File: src/rtl/soundweb_pkg.sv
// soundweb_pkg
// Shared definitions for the Soundweb transmit path: framing byte values,
// the default maximum packet length and the sequencer state type.
package soundweb_pkg;

  localparam logic [7:0] STX              = 8'h02;
  localparam logic [7:0] ETX              = 8'h03;
  localparam int         MAX_PACKET_BYTES = 29;

  typedef enum logic [1:0] {
    ST_IDLE = 2'd0,
    ST_SEND = 2'd1,
    ST_GAP  = 2'd2
  } state_t;

endpackage : soundweb_pkg

File: src/rtl/soundweb_tx_sequencer.sv
// soundweb_tx_sequencer
// Takes an encoded Soundweb packet from a host register and streams it byte
// by byte to a UART over a valid/ready handshake.  The packet is frozen into a
// snapshot when transmission starts, so later host writes cannot corrupt the
// bytes in flight.  A packet must begin with STX and normally ends at the
// first ETX after byte 0; running off the end of the buffer is an overrun.
//
// Ports
//   clk         system clock (50 MHz)
//   reset_n     asynchronous active-low reset
//   start       host level; a rising edge requests a transmission
//   abort       host level; high terminates a packet in progress
//   packet      encoded packet, byte i at [8i+7:8i], byte 0 sent first
//   tx_data     byte offered to the UART
//   tx_valid    tx_data is valid
//   tx_ready    UART accepts tx_data when tx_valid and tx_ready are both high
//   busy        packet in progress
//   done        sticky: last packet ended with ETX
//   error       sticky: last packet was rejected, overran, or was aborted
//   byte_count  bytes accepted by the UART for the current or last packet
module soundweb_tx_sequencer
  import soundweb_pkg::*;
#(
  parameter int GAP_CYCLES = 0,
  parameter int MAX_BYTES  = MAX_PACKET_BYTES
) (
  input  logic                   clk,
  input  logic                   reset_n,
  input  logic                   start,
  input  logic                   abort,
  input  logic [8*MAX_BYTES-1:0] packet,
  output logic [7:0]             tx_data,
  output logic                   tx_valid,
  input  logic                   tx_ready,
  output logic                   busy,
  output logic                   done,
  output logic                   error,
  output logic [4:0]             byte_count
);

  localparam int IDX_W = $clog2(MAX_BYTES + 1);
  localparam int GAP_W = (GAP_CYCLES > 1) ? $clog2(GAP_CYCLES) : 1;

  state_t                 state_r, state_nxt_s;
  logic                   start_q_r;
  logic [8*MAX_BYTES-1:0] snapshot_r, snapshot_nxt_s;
  logic [IDX_W-1:0]       index_r, index_nxt_s;
  logic [GAP_W-1:0]       gap_cnt_r, gap_cnt_nxt_s;
  logic [7:0]             tx_data_r, tx_data_nxt_s;
  logic                   tx_valid_r, tx_valid_nxt_s;
  logic                   busy_r;
  logic                   done_r, done_nxt_s;
  logic                   error_r, error_nxt_s;
  logic [4:0]             byte_count_r, byte_count_nxt_s;

  logic                   rise_s;
  logic                   hs_s;
  logic                   last_idx_s;

  assign rise_s     = start & ~start_q_r;
  // tx_valid_r is high exactly in SEND, and tx_data_r is the byte on offer.
  assign hs_s       = tx_valid_r & tx_ready;
  assign last_idx_s = (index_r == IDX_W'(MAX_BYTES - 1));

  // Next-state, snapshot, counters and status flags.
  always_comb begin
    state_nxt_s      = state_r;
    snapshot_nxt_s   = snapshot_r;
    index_nxt_s      = index_r;
    gap_cnt_nxt_s    = gap_cnt_r;
    done_nxt_s       = done_r;
    error_nxt_s      = error_r;
    byte_count_nxt_s = byte_count_r;

    case (state_r)
      ST_IDLE: begin
        // abort in IDLE only suppresses the capture.
        if (rise_s && !abort) begin
          snapshot_nxt_s   = packet;
          done_nxt_s       = 1'b0;
          error_nxt_s      = 1'b0;
          byte_count_nxt_s = 5'd0;
          index_nxt_s      = '0;
          gap_cnt_nxt_s    = '0;
          if (packet[7:0] == STX) begin
            state_nxt_s = ST_SEND;
          end else begin
            error_nxt_s = 1'b1;
          end
        end else begin
          state_nxt_s = ST_IDLE;
        end
      end

      ST_SEND: begin
        if (hs_s) begin
          if (byte_count_r < 5'(MAX_BYTES)) begin
            byte_count_nxt_s = byte_count_r + 5'd1;
          end else begin
            byte_count_nxt_s = byte_count_r;
          end
          if ((tx_data_r == ETX) && (index_r != '0)) begin
            done_nxt_s  = 1'b1;
            state_nxt_s = ST_IDLE;
          end else if (last_idx_s) begin
            error_nxt_s = 1'b1;
            state_nxt_s = ST_IDLE;
          end else begin
            index_nxt_s = index_r + IDX_W'(1);
            if (GAP_CYCLES > 0) begin
              gap_cnt_nxt_s = '0;
              state_nxt_s   = ST_GAP;
            end else begin
              state_nxt_s = ST_SEND;
            end
          end
        end else begin
          state_nxt_s = ST_SEND;
        end
      end

      ST_GAP: begin
        if (gap_cnt_r == GAP_W'(GAP_CYCLES - 1)) begin
          gap_cnt_nxt_s = '0;
          state_nxt_s   = ST_SEND;
        end else begin
          gap_cnt_nxt_s = gap_cnt_r + GAP_W'(1);
        end
      end

      default: begin
        state_nxt_s = ST_IDLE;
      end
    endcase

    // Abort overrides whatever the handshake decided, after the byte counted.
    if (abort && (state_r != ST_IDLE)) begin
      state_nxt_s = ST_IDLE;
      error_nxt_s = 1'b1;
      done_nxt_s  = 1'b0;
    end else begin
      state_nxt_s = state_nxt_s;
    end

    // Outputs are computed from next-state values so they can be registered
    // and still present byte 0 one cycle after the capture edge.
    tx_valid_nxt_s = (state_nxt_s == ST_SEND);
    tx_data_nxt_s  = snapshot_nxt_s[8*index_nxt_s +: 8];
  end

  // State, data path and registered outputs.
  always_ff @(posedge clk or negedge reset_n) begin
    if (!reset_n) begin
      state_r      <= ST_IDLE;
      start_q_r    <= 1'b0;
      snapshot_r   <= '0;
      index_r      <= '0;
      gap_cnt_r    <= '0;
      tx_data_r    <= 8'd0;
      tx_valid_r   <= 1'b0;
      busy_r       <= 1'b0;
      done_r       <= 1'b0;
      error_r      <= 1'b0;
      byte_count_r <= 5'd0;
    end else begin
      state_r      <= state_nxt_s;
      start_q_r    <= start;
      snapshot_r   <= snapshot_nxt_s;
      index_r      <= index_nxt_s;
      gap_cnt_r    <= gap_cnt_nxt_s;
      tx_data_r    <= tx_data_nxt_s;
      tx_valid_r   <= tx_valid_nxt_s;
      busy_r       <= (state_nxt_s != ST_IDLE);
      done_r       <= done_nxt_s;
      error_r      <= error_nxt_s;
      byte_count_r <= byte_count_nxt_s;
    end
  end

  assign tx_data    = tx_data_r;
  assign tx_valid   = tx_valid_r;
  assign busy       = busy_r;
  assign done       = done_r;
  assign error      = error_r;
  assign byte_count = byte_count_r;

endmodule : soundweb_tx_sequencer

File: config.mk
export PLATFORM = sky130hd
export DESIGN_NAME = soundweb_tx_sequencer
export DESIGN_NICKNAME = d
export VERILOG_FILES = /design/src/rtl/soundweb_pkg.sv /design/src/rtl/soundweb_tx_sequencer.sv
export SDC_FILE = /design/constraint.sdc
export NUM_CORES = 1
export LEC_CHECK = 0
export ABC_AREA = 1
export CAP_MARGIN = 0
export CORE_ASPECT_RATIO = 1.4
export CORE_MARGIN = 8
export CORE_UTILIZATION = 55
export DETAILED_ROUTE_END_ITERATION = 10
export GPL_TIMING_DRIVEN = 0
export PLACE_DENSITY_LB_ADDON = 0.2
export SYNTH_ARGS = -nofsm -noshare
export SYNTH_HDL_FRONTEND = slang
export SYNTH_SLANG_ARGS = --single-unit
File: constraint.sdc
create_clock -name clk -period 5.9 [get_ports clk]
set_clock_uncertainty 0.1 [all_clocks]
set_input_delay 1.18 -clock clk [delete_from_list [all_inputs] [get_ports clk]]
set_output_delay 1.18 -clock clk [all_outputs]
set_load 0.005 [all_outputs]
==> results of run 1 <==
-- cells by family after synthesis --
group                    count (synthesis)  synth area share
XOR/XNOR                                 2           0.00140
multiplexers                             1          0.000899
AND/OR/NAND/NOR                       1246             0.401
flip-flops                             258             0.516
buffers and inverters                  141            0.0514
adder cells (fa/ha/maj)                  3           0.00300
AO/OA/AOI/OAI                           53            0.0265
-- critical path, stage by stage --
cell,delay (ns)
clkdlybuf4s50_1,0.50
nor2_1,0.22
nand3_2,0.26
inv_2,0.13
buf_2,0.36
buf_2,0.32
nand2_1,0.08
nand2_1,0.11
nand2_1,0.07
a21oi_1,0.24
nor2_1,0.12
nand2_1,0.07
nand3_1,0.11
nand2_1,0.10
-- worst min path at each step --
stage / slack, ns / start / endpoint / cells after the start
after floorplan: 0.34 / snapshot_r[184]$_DFF_PN0_ / snapshot_r[184]$_DFF_PN0_ / 2
after detailed placement: 0.36 / snapshot_r[143]$_DFF_PN0_ / snapshot_r[143]$_DFF_PN0_ / 2
after CTS: 0.38 / snapshot_r[168]$_DFF_PN0_ / snapshot_r[168]$_DFF_PN0_ / 2
final: 0.37 / snapshot_r[95]$_DFF_PN0_ / snapshot_r[95]$_DFF_PN0_ / 2
after global placement: 0.36 / snapshot_r[221]$_DFF_PN0_ / snapshot_r[221]$_DFF_PN0_ / 2
after global routing: 0.38 / snapshot_r[35]$_DFF_PN0_ / snapshot_r[35]$_DFF_PN0_ / 2
-- sequential cells by signal (all words and copies together) (netlist names) --
| register | cells |
|---|---|
| tx_valid | 1 |
| busy | 1 |
| index_r | 5 |
| done | 1 |
| start_q_r | 1 |
| byte_count | 5 |
| error | 1 |
| state_r | 2 |
| snapshot_r | 232 |
| gap_cnt_r | 1 |
| tx_data | 8 |
-- synth_stat cells, types with 3 or more instances --
cell type and count:
nand4_1 22, nor3_1 3, nand2_1 1010, nor2_1 43, ha_1 3, buf_1 3, nand3_2 4, clkbuf_1 28
inv_1 39, inv_2 6, buf_6 4, dfrtp_1 258, nand2_2 3, o21ai_0 11, nand3_1 148, buf_2 55
a21oi_1 31, nor2_4 3, buf_4 4
-- power by group through the flow --
stage / logic (mW) / registers [mW] / clock network [mW]
detailed placement: 1.79 / 2.31 / 0
global placement: 1.74 / 2.31 / 0
finish: 1.83 / 2.29 / 1.60
floorplan: 1.10 / 2.27 / 0
global route: 2.02 / 2.31 / 1.67
CTS: 1.81 / 2.28 / 1.60
-- layer usage --
metal  part of all wire  track usage
met4              0.043        0.127
met1               0.39        0.371
met2               0.48        0.481
met5                  0            0
met3              0.084       0.0459
-- stage by stage --
step / instance area, sq um / setup WS, ns
after CTS: 16300 / 2.44
final: 16300 / 2.40
after global placement: 15400 / -6.99
after global routing: 16300 / 2.23
after detailed placement: 15500 / 1.91
after floorplan: 12500 / 3.21
-- area by class of cell --
cell class | count | share of cell area
flip-flops and latches | 258 | 0.396
multi-input cells | 1305 | 0.333
repair buffers | 255 | 0.159
clock buffers | 37 | 0.0442
plain buffers | 94 | 0.0286
well taps | 301 | 0.0231
inverters | 47 | 0.0108
clock inverters | 6 | 0.00491
diodes | 2 | 0.000307
==> PnR_summary.wiki, run 1 <==
{| class="wikitable"
! Metric !! Value
|-
| Result of the run || completed
|-
| Fraction of the cycle the final worst path needs || 0.593
|-
| Post-synth ARST share || 1.00
|-
| Wire length of the first global-routing pass || between 60 and 70 mm
|-
| Startpoint of the lowest-slack register-to-register path || index_r[0]$_DFF_PN0_
|-
| Multi-input combinational cell area || around 5400 sq um
|-
| Mean cell area of the mapped netlist || about 7.3 sq um
|-
| Most used cells in the layout excluding fill and tap cells || nand2_1 (1010), dfrtp_1 (258), clkdlybuf4s50_1 (252), nand3_1 (148), buf_2 (55)
|-
| Post-layout total power || roughly 5.7 mW
|-
| Synthesized instance count || ~1700
|-
| Sequential share of power || 0.400
|-
| Number of ports placed on the die boundary || around 250
|-
| RSZ-0062 raised after global routing || false
|-
| Max Cap Violations || 0
|-
| Worst setup path endpoint || tx_data[4]$_DFF_PN0_
|-
| CTS Hold Bufs || 0
|-
| Psw || between 1.5 and 2 mW
|-
| Clock group share of total power || 0.279
|-
| GR Util All Layers || 0.292
|-
| Synth top area share || 0.516
|-
| EDFF count, synth || 0
|-
| Internal portion of total power || 3.76 mW
|-
| Routed WL || around 40 mm
|-
| Number of pins with negative max-slew slack in the final report || 0
|-
| Post-cts resize count || 0
|-
| Insertion delay of the later-clocked pin in the worst-skew pair || 0.52 ns
|-
| Via density per instance || about 5.3
|-
| Startpoint of the most critical setup path || abort
|-
| Starting Density || 0.558
|-
| Endpoint arrival time on the critical path || just under 4 ns
|-
| First drt pass iteration count || 5
|-
| Buffers added on ports || around 250
|-
| Overall die width || about 140 microns
|-
| Worst VDD drop || roughly 0.00024 V
|-
| Ratio of total power to cell area || roughly 350 nW/um^2
|-
| H-tree level count || 1
|-
| Final weighted congestion in routability-driven placement || 0.953
|-
| Yosys Warn Count || 0
|-
| Headroom to the max-slew limit || 0.587
|-
| Final Core Density || 0.726
|-
| Wirelength per Cell || 17.7 microns
|-
| Part of the power in combinational logic || 0.321
|-
| Commonest non-fill, non-tap cell in the layout || nand2_1
|-
| GR Overflow Total || 0
|-
| Proportion of layout cells with a drive suffix above 1 || 0.0644
|-
| Final-report setup violation count || 0
|-
| Vias || 12200
|-
| Final Instance Count excl. Fillers || roughly 2300
|-
| Worst-margin pin slew || between 0.6 and 0.7 ns
|-
| Endpoint required time on the critical path || 6.26 ns
|-
| FF-to-FF setup slack || roughly 2.8 ns
|-
| Final hold slack || between 0.3 and 0.4 ns
|-
| Worst r2r dst || tx_data[6]$_DFF_PN0_
|-
| Initial drt markers || around 1300
|-
| CTS tree || built
|-
| Number of distinct library cells after synthesis || 40
|-
| P&R area growth vs syn || 30.1%
|-
| ANT nets after route || 0
|-
| Worst-path clk slew || about 0.07 ns
|-
| Type of origin of the critical path || input port
|-
| Register cell area after layout || ~6500 sq um
|-
| Total CTS buffers || 24
|-
| Filler Cells Inserted || 1790
|-
| Endpoint kind of the worst setup timing path || flop
|-
| Largest net degree at the start of global routing || between 100 and 150
|-
| Maximum clock frequency || around 0.29 GHz
|-
| Post-synthesis sequential area ratio || 0.516
|-
| Post-CTS Setup Repair Bufs || 0
|-
| Maximum fanout along the worst path || 10
|-
| Die Y || around 200 microns
|-
| Placed cell count || about 2300
|-
| Synthesized cell area || between 10000 and 15000 sq um
|-
| Cell row count || 65
|-
| Maximum buffer depth of the clock tree || 3
|-
| Time the worst path needs with I/O delays and setup || around 3.5 ns
|-
| Type of the worst min-delay path || flop to flop
|-
| Setup CP Type || input port to flop
|-
| Post-DP HPWL || between 30 and 40 mm
|-
| Final routed DRC violation total || 0
|-
| Layout Nets || 2225
|-
| Number of global-route vias before repair || around 12000
|-
| Cell at the root of the clock tree || clkbuf_16
|-
| FF+latch count, synth || 258
|-
| Net switching fraction of the power || 0.342
|-
| Number of antenna violations at the first check in global routing || 2
|-
| Number of endpoints with negative hold slack in the final report || 0
|-
| Static leakage || 8.38 nW
|-
| Clock sink total || between 200 and 300
|-
| Ranking of synthesized cells by area || dfrtp_1 (52%), nand2_1 (30%), nand3_1 (5.9%)
|-
| Net Count, Synth || 1944
|-
| Total Die Area || around 28000 sq um
|-
| Main synth FF type || dfrtp_1
|-
| Total core area || between 20000 and 25000 sq um
|-
| Cell accounting for the most synthesized area || dfrtp_1
|-
| Count of cells along the worst register-to-register path || 16
|-
| Setup_tns || 0 ns
|}
(Power assumes the default switching activity.)
==> run 2, diff against run 1 <==
--- a/config.mk
+++ b/config.mk
@@ -9,7 +9,7 @@
 export CAP_MARGIN = 0
 export CORE_ASPECT_RATIO = 1.4
 export CORE_MARGIN = 8
-export CORE_UTILIZATION = 55
+export CORE_UTILIZATION = 52
 export DETAILED_ROUTE_END_ITERATION = 10
 export GPL_TIMING_DRIVEN = 0
 export PLACE_DENSITY_LB_ADDON = 0.2
==> constraint.sdc (replaced) <==
create_clock -name clk -period 3.55 [get_ports clk]
set_clock_uncertainty 0.1 [all_clocks]
set_input_delay 0.71 -clock clk [delete_from_list [all_inputs] [get_ports clk]]
set_output_delay 0.71 -clock clk [all_outputs]
set_load 0.005 [all_outputs]
==> run 2 against run 1 <==
Against the previous run: utilization shrank 4.1 points; setup slack worse by 2.1 ns; via count is 0.62% lower; sequential share of layout area down 0.055 points; die area is 5.2% higher; sequential cell count stayed put; routed wire length is 4.3% higher; critical path type is now flop to flop; highest routed layer unchanged.
==> PnR_summary.wiki, run 2 (synthesis results as in run 1) <==
{| class="wikitable"
! Metric !! Value
|-
| GR Overflow Total || 0 (unchanged)
|-
| Fraction of the cycle the final worst path needs || 0.907
|-
| Worst-margin pin slew || 0.619 ns (about the same)
|-
| Post-layout total power || 9.55 mW (was 5.72 mW)
|-
| Number of global-route vias before repair || 12300 (about the same)
|-
| Total CTS buffers || 25 (was 24)
|-
| Commonest non-fill, non-tap cell in the layout || nand2_1 (unchanged)
|-
| H-tree level count || 1 (unchanged)
|-
| Number of pins with negative max-slew slack in the final report || 0 (unchanged)
|-
| FF-to-FF setup slack || 0.33 ns (was 2.75 ns)
|-
| Filler Cells Inserted || 2084 (was 1790)
|-
| Count of cells along the worst register-to-register path || 17 (was 16)
|-
| Worst-path clk slew || 0.07 ns (about the same)
|-
| Number of antenna violations at the first check in global routing || 0 (was 2)
|-
| List of cells traversed by the critical path || inv_1 > ha_1 > inv_1 > nor2_1 > nand2_2 > nand3_4 > nand3_2 > clkinv_1 > nand3_2 > nand3_2 > buf_2 > nand2_1 > a21oi_1 > nor2_1 > nand2_1 > nand3_1 > nand2_1 (was clkdlybuf4s50_1 > nor2_1 > nand3_2 > inv_2 > buf_2 > buf_2 > nand2_1 > nand2_1 > nand2_1 > a21oi_1 > nor2_1 > nand2_1 > nand3_1 > nand2_1)
|-
| Number of ports placed on the die boundary || 254 (unchanged)
|-
| Starting Density || 0.526 (was 0.558)
|-
| Startpoint of the lowest-slack register-to-register path || index_r[0]$_DFF_PN0_ (unchanged)
|-
| Final Core Density || 0.685 (was 0.726)
|-
| Total Die Area || 29400 sq um (was 27900 sq um)
|-
| Endpoint required time on the critical path || 3.92 ns (was 6.26 ns)
|-
| Maximum fanout along the worst path || 10 (unchanged)
|-
| CTS Hold Bufs || 0 (unchanged)
|-
| Post-CTS Setup Repair Bufs || 0 (unchanged)
|-
| Final-report setup violation count || 0 (unchanged)
|-
| P&R area growth vs syn || 30.3% (was 30.1%)
|-
| Cell row count || 67 (was 65)
|-
| Number of flip-flops in the largest register || 232 (unchanged)
|-
| Total core area || 23800 sq um (was 22400 sq um)
|-
| Endpoint arrival time on the critical path || 3.59 ns (was 3.85 ns)
|-
| Proportion of layout cells with a drive suffix above 1 || 0.0644 (unchanged)
|-
| Slowest stage delay, CP || 0.49 ns (was 0.50 ns)
|-
| Ratio of total power to cell area || 585 nW/um^2 (was 351 nW/um^2)
|-
| Worst VDD drop || 0.000414 V (was 0.000245 V)
|-
| Least setup slack across all paths after layout || 0.331 ns (was 2.40 ns)
|-
| Post-cts resize count || 0 (unchanged)
|-
| Static leakage || 8.39 nW (was 8.38 nW)
|-
| Max Cap Violations || 0 (unchanged)
|-
| Pre-CTS WS || -0.0949 ns (was 1.91 ns)
|-
| Setup CP Type || flop to flop (was input port to flop)
|-
| Final routed DRC violation total || 0 (unchanged)
|-
| Maximum buffer depth of the clock tree || 3 (unchanged)
|-
| Die Y || 200 microns (was 195 microns)
|-
| Insertion delay of the later-clocked pin in the worst-skew pair || 0.53 ns (was 0.52 ns)
|-
| Cell at the root of the clock tree || clkbuf_16 (unchanged)
|-
| Headroom to the max-slew limit || 0.588 (was 0.587)
|-
| Ant diodes || 0 (was 2)
|-
| Wirelength per Cell || 18.5 microns (was 17.7 microns)
|-
| Endpoint kind of the worst setup timing path || flop (unchanged)
|-
| Overall die width || 147 microns (was 144 microns)
|-
| Final Instance Area || 16300 sq um (about the same)
|-
| Layout Nets || 2226 (was 2225)
|-
| Result of the run || completed (unchanged)
|-
| Wire length of the first global-routing pass || 65.6 mm (was 63.9 mm)
|-
| Number of endpoints with negative hold slack in the final report || 0 (unchanged)
|-
| Largest register by flop count || snapshot_r (unchanged)
|-
| Final weighted congestion in routability-driven placement || 0.942 (was 0.953)
|-
| Post-DP HPWL || 33.6 mm (was 31.5 mm)
|-
| Type of origin of the critical path || flop (was input port)
|-
| CTS tree || built (unchanged)
|-
| Clock sink total || 258 (unchanged)
|-
| Worst r2r dst || tx_data[2]$_DFF_PN0_ (was tx_data[6]$_DFF_PN0_)
|-
| Via density per instance || 5.24 (was 5.29)
|-
| Setup_tns || 0 ns (unchanged)
|-
| GR Util All Layers || 0.287 (was 0.292)
|-
| First drt pass iteration count || 5 (unchanged)
|-
| Initial drt markers || 848 (was 1330)
|-
| Type of the worst min-delay path || input port to async pin (was flop to flop)
|-
| Cell Area, Placed || 15500 sq um (about the same)
|-
| Routed WL || 42.7 mm (was 40.9 mm)
|-
| Buffers added on ports || 253 (unchanged)
|-
| Critical-path cell with the highest stage delay || dfrtp_1 (was clkdlybuf4s50_1)
|-
| Time the worst path needs with I/O delays and setup || ~3.2 ns
|-
| Maximum clock frequency || 0.311 GHz
|-
| Largest net degree at the start of global routing || 115 (was 113)
|-
| Vias || 12100 (was 12200)
|-
| RSZ-0062 raised after global routing || false (unchanged)
|-
| Most used cells in the layout excluding fill and tap cells || nand2_1 (1010), dfrtp_1 (258), clkdlybuf4s50_1 (252), nand3_1 (148), buf_2 (55) (unchanged)
|-
| ANT nets after route || 0 (unchanged)
|}
run 2: how the worst max path moves through the flow:
stage	startpoint	endpoint	slack [ns]	cells after the start
3_3_place_gp	reset_n	snapshot_r[143]$_DFF_PN0_	-9.03	1
2_1_floorplan	index_r[0]$_DFF_PN0_	tx_data[3]$_DFF_PN0_	1.33	19
4_1_cts	index_r[0]$_DFF_PN0_	tx_data[2]$_DFF_PN0_	0.40	17
6_report	index_r[0]$_DFF_PN0_	tx_data[2]$_DFF_PN0_	0.33	17
3_5_place_dp	abort	tx_data[2]$_DFF_PN0_	-0.09	14
5_1_grt	index_r[0]$_DFF_PN0_	tx_data[2]$_DFF_PN0_	0.16	17
run 2: worst max-delay path: cells and delay by family, from the launching register on:
family,cells,cell delay (ns)
flops,1,0.49
compound gates,1,0.48
buf+inv,4,0.57
fa+ha+maj,1,0.20
simple gates,11,1.31
run 2: final cells by class:
type	instances	area [sq um]	share of cell area
Tap cell	310	388	0.0238
Buffer	94	467	0.0286
Multi-Input combinational cell	1305	5420	0.332
Inverter	47	176	0.0108
Sequential cell	258	6460	0.396
Timing Repair Buffer	255	2590	0.159
Clock buffer	38	734	0.0450
Clock inverter	5	82.6	0.00506
run 2: where the power goes:
part           total [mW]  internal (mW)  leakage, nW  switching, mW
Combinational        3.07           1.15         4.75           1.93
Sequential           3.79           3.57         3.24          0.228
Clock                2.69           1.57        0.401           1.12
Total                9.55           6.28         8.39           3.27
run 2: metal layers:
| layer | vias up | share of wire | track usage |
|---|---|---|---|
| met4 | 0 | 0.048 | 0.139 |
| li1 | 5865 | - | - |
| met1 | 5642 | 0.38 | 0.335 |
| met3 | 123 | 0.065 | 0.0510 |
| met5 | - | 0 | 0 |
| met2 | 485 | 0.50 | 0.504 |
run 2: through the flow:
step / std cells / hold slack (ns)
6_report: 2312 / 0.0290
5_1_grt: 2312 / 0.0724
4_1_cts: 2312 / 0.0413
3_5_place_dp: 2269 / 0.361
3_3_place_gp: 2267 / 0.358
2_1_floorplan: 1704 / 0.314
==> RTL edit, RTL diff (settings of run 2) <==
Change the package constant `MAX_PACKET_BYTES` from 29 to 58.
--- a/src/rtl/soundweb_pkg.sv
+++ b/src/rtl/soundweb_pkg.sv
@@ -7,3 +7,3 @@
   localparam logic [7:0] ETX              = 8'h03;
-  localparam int         MAX_PACKET_BYTES = 29;
+  localparam int         MAX_PACKET_BYTES = 58;
 
Ports: changed (resized packet); port bits go from 254 to 486. The function was not compared with the original's and may differ.
==> RTL edit against run 2 <==
- clock power is 110% higher
- total power is 82% higher
- sequential power grew 88%
- worst setup slack got worse by 180 ps
- critical path depth fell by 3
- synthesized area grew 96%
- final area is 96% higher
- sequential cell count rose by 233
- wire length grew 120%
- critical endpoint is now tx_data[5]
- largest cell class unchanged
- largest power group unchanged
==> RTL edit: results <==
group,metric,value,unit
synthesis,synth.top_cells.by_count,"nand2_1, dfrtp_1, nand3_1",
critical_path,crit_end,"tx_data[5]",
synthesis,yosysSeqAreaShare,50.1,%
outcome,outcome,"completed",
critical_path,slowest_stage,"clkdlybuf4s50_1",
global_routing,met3_usage,5.33,%
global_routing,gr-usage-met2,57.4,%
place,post-place-ws,-544,ps
finish,largest_reg_flops,464,
power,p_leak,15.6,nW
route,drt_iter0_markers,2057,
route,top_layer,"met5",
synthesis,syn_avg_cell_area,7.55,sq um
critical_path,worst_path_dominant_cell_family,"buffers and inverters",
place,place_area,30300,sq um
hold_path,hold_path_class,"reg2reg",
sta,period_share,95.6,%
route,drtPass1Iterations,8,
place,numPortBuffers,485,
route,vias,23900,
power,p_clk,5.62,mW
clock_tree,htree_levels,2,
global_routing,grt_pass1_wl,140000,um
critical_path,crit_start,"abort",
critical_path,max_stage_delay,550,ps
place,dpl.hpwl,74100,um
sta,max_slew_margin,14.2,%
route,vias_per_cell,5.37,
sta,fin_hold_ws,376,ps
finish,nFillCells,4080,
critical_path,arrival,3740,ps
power,internal_power,11.9,mW
route,wl,94800,um
critical_path,reg2reg_slack,200,ps
-- RTL edit: cell types whose count changed after synthesis, moves of 14 or more --
cell / before / now
nand3_1: 148 / 475
nand2_1: 1010 / 1333
dfrtp_1: 258 / 491
o21ai_0: 11 / 199
inv_1: 39 / 221
or2_2: 1 / 183
buf_2: 55 / 105
clkbuf_1: 28 / 58
nand4_1: 22 / 3
a21oi_1: 31 / 17
clkinv_1: 2 / 16
-- RTL edit: logic make-up after synthesis --
family | synth area share, %
fa+ha+maj | 0.204
simple gates | 36.4
buf+inv | 8.16
compound gates | 5.00
xor+xnor | 0.107
flops | 50.1
-- RTL edit: what timing repair did --
| action | CTS | global route |
|---|---|---|
| endpoints found under the setup margin | 0 | 7 |
| buffers inserted | 0 | 0 |
| resized for setup | 0 | 5 |
| hold endpoints to repair | 47 | 0 |
| hold buffers | 1 | 0 |
-- RTL edit: worst min-delay path by stage --
stage | startpoint | endpoint | depth (start not counted)
2_1_floorplan | reset_n | busy | 0
3_3_place_gp | snapshot_r[453] | snapshot_r[453] | 2
5_1_grt | snapshot_r[153] | snapshot_r[153] | 2
6_report | snapshot_r[129] | snapshot_r[129] | 2
4_1_cts | snapshot_r[141] | snapshot_r[141] | 2
3_5_place_dp | snapshot_r[196] | snapshot_r[196] | 2
-- RTL edit: area by class of cell --
class | count | area (sq um) | share of cell area, %
Buffer | 208 | 1090 | 3.42
Multi-Input combinational cell | 2306 | 10200 | 31.9
Clock buffer | 64 | 1330 | 4.16
Tap cell | 624 | 781 | 2.44
Clock inverter | 22 | 375 | 1.17
Timing Repair Buffer | 490 | 4980 | 15.6
Sequential cell | 491 | 12300 | 38.4
Inverter | 243 | 912 | 2.85
Antenna cell | 10 | 25.0 | 0.0782
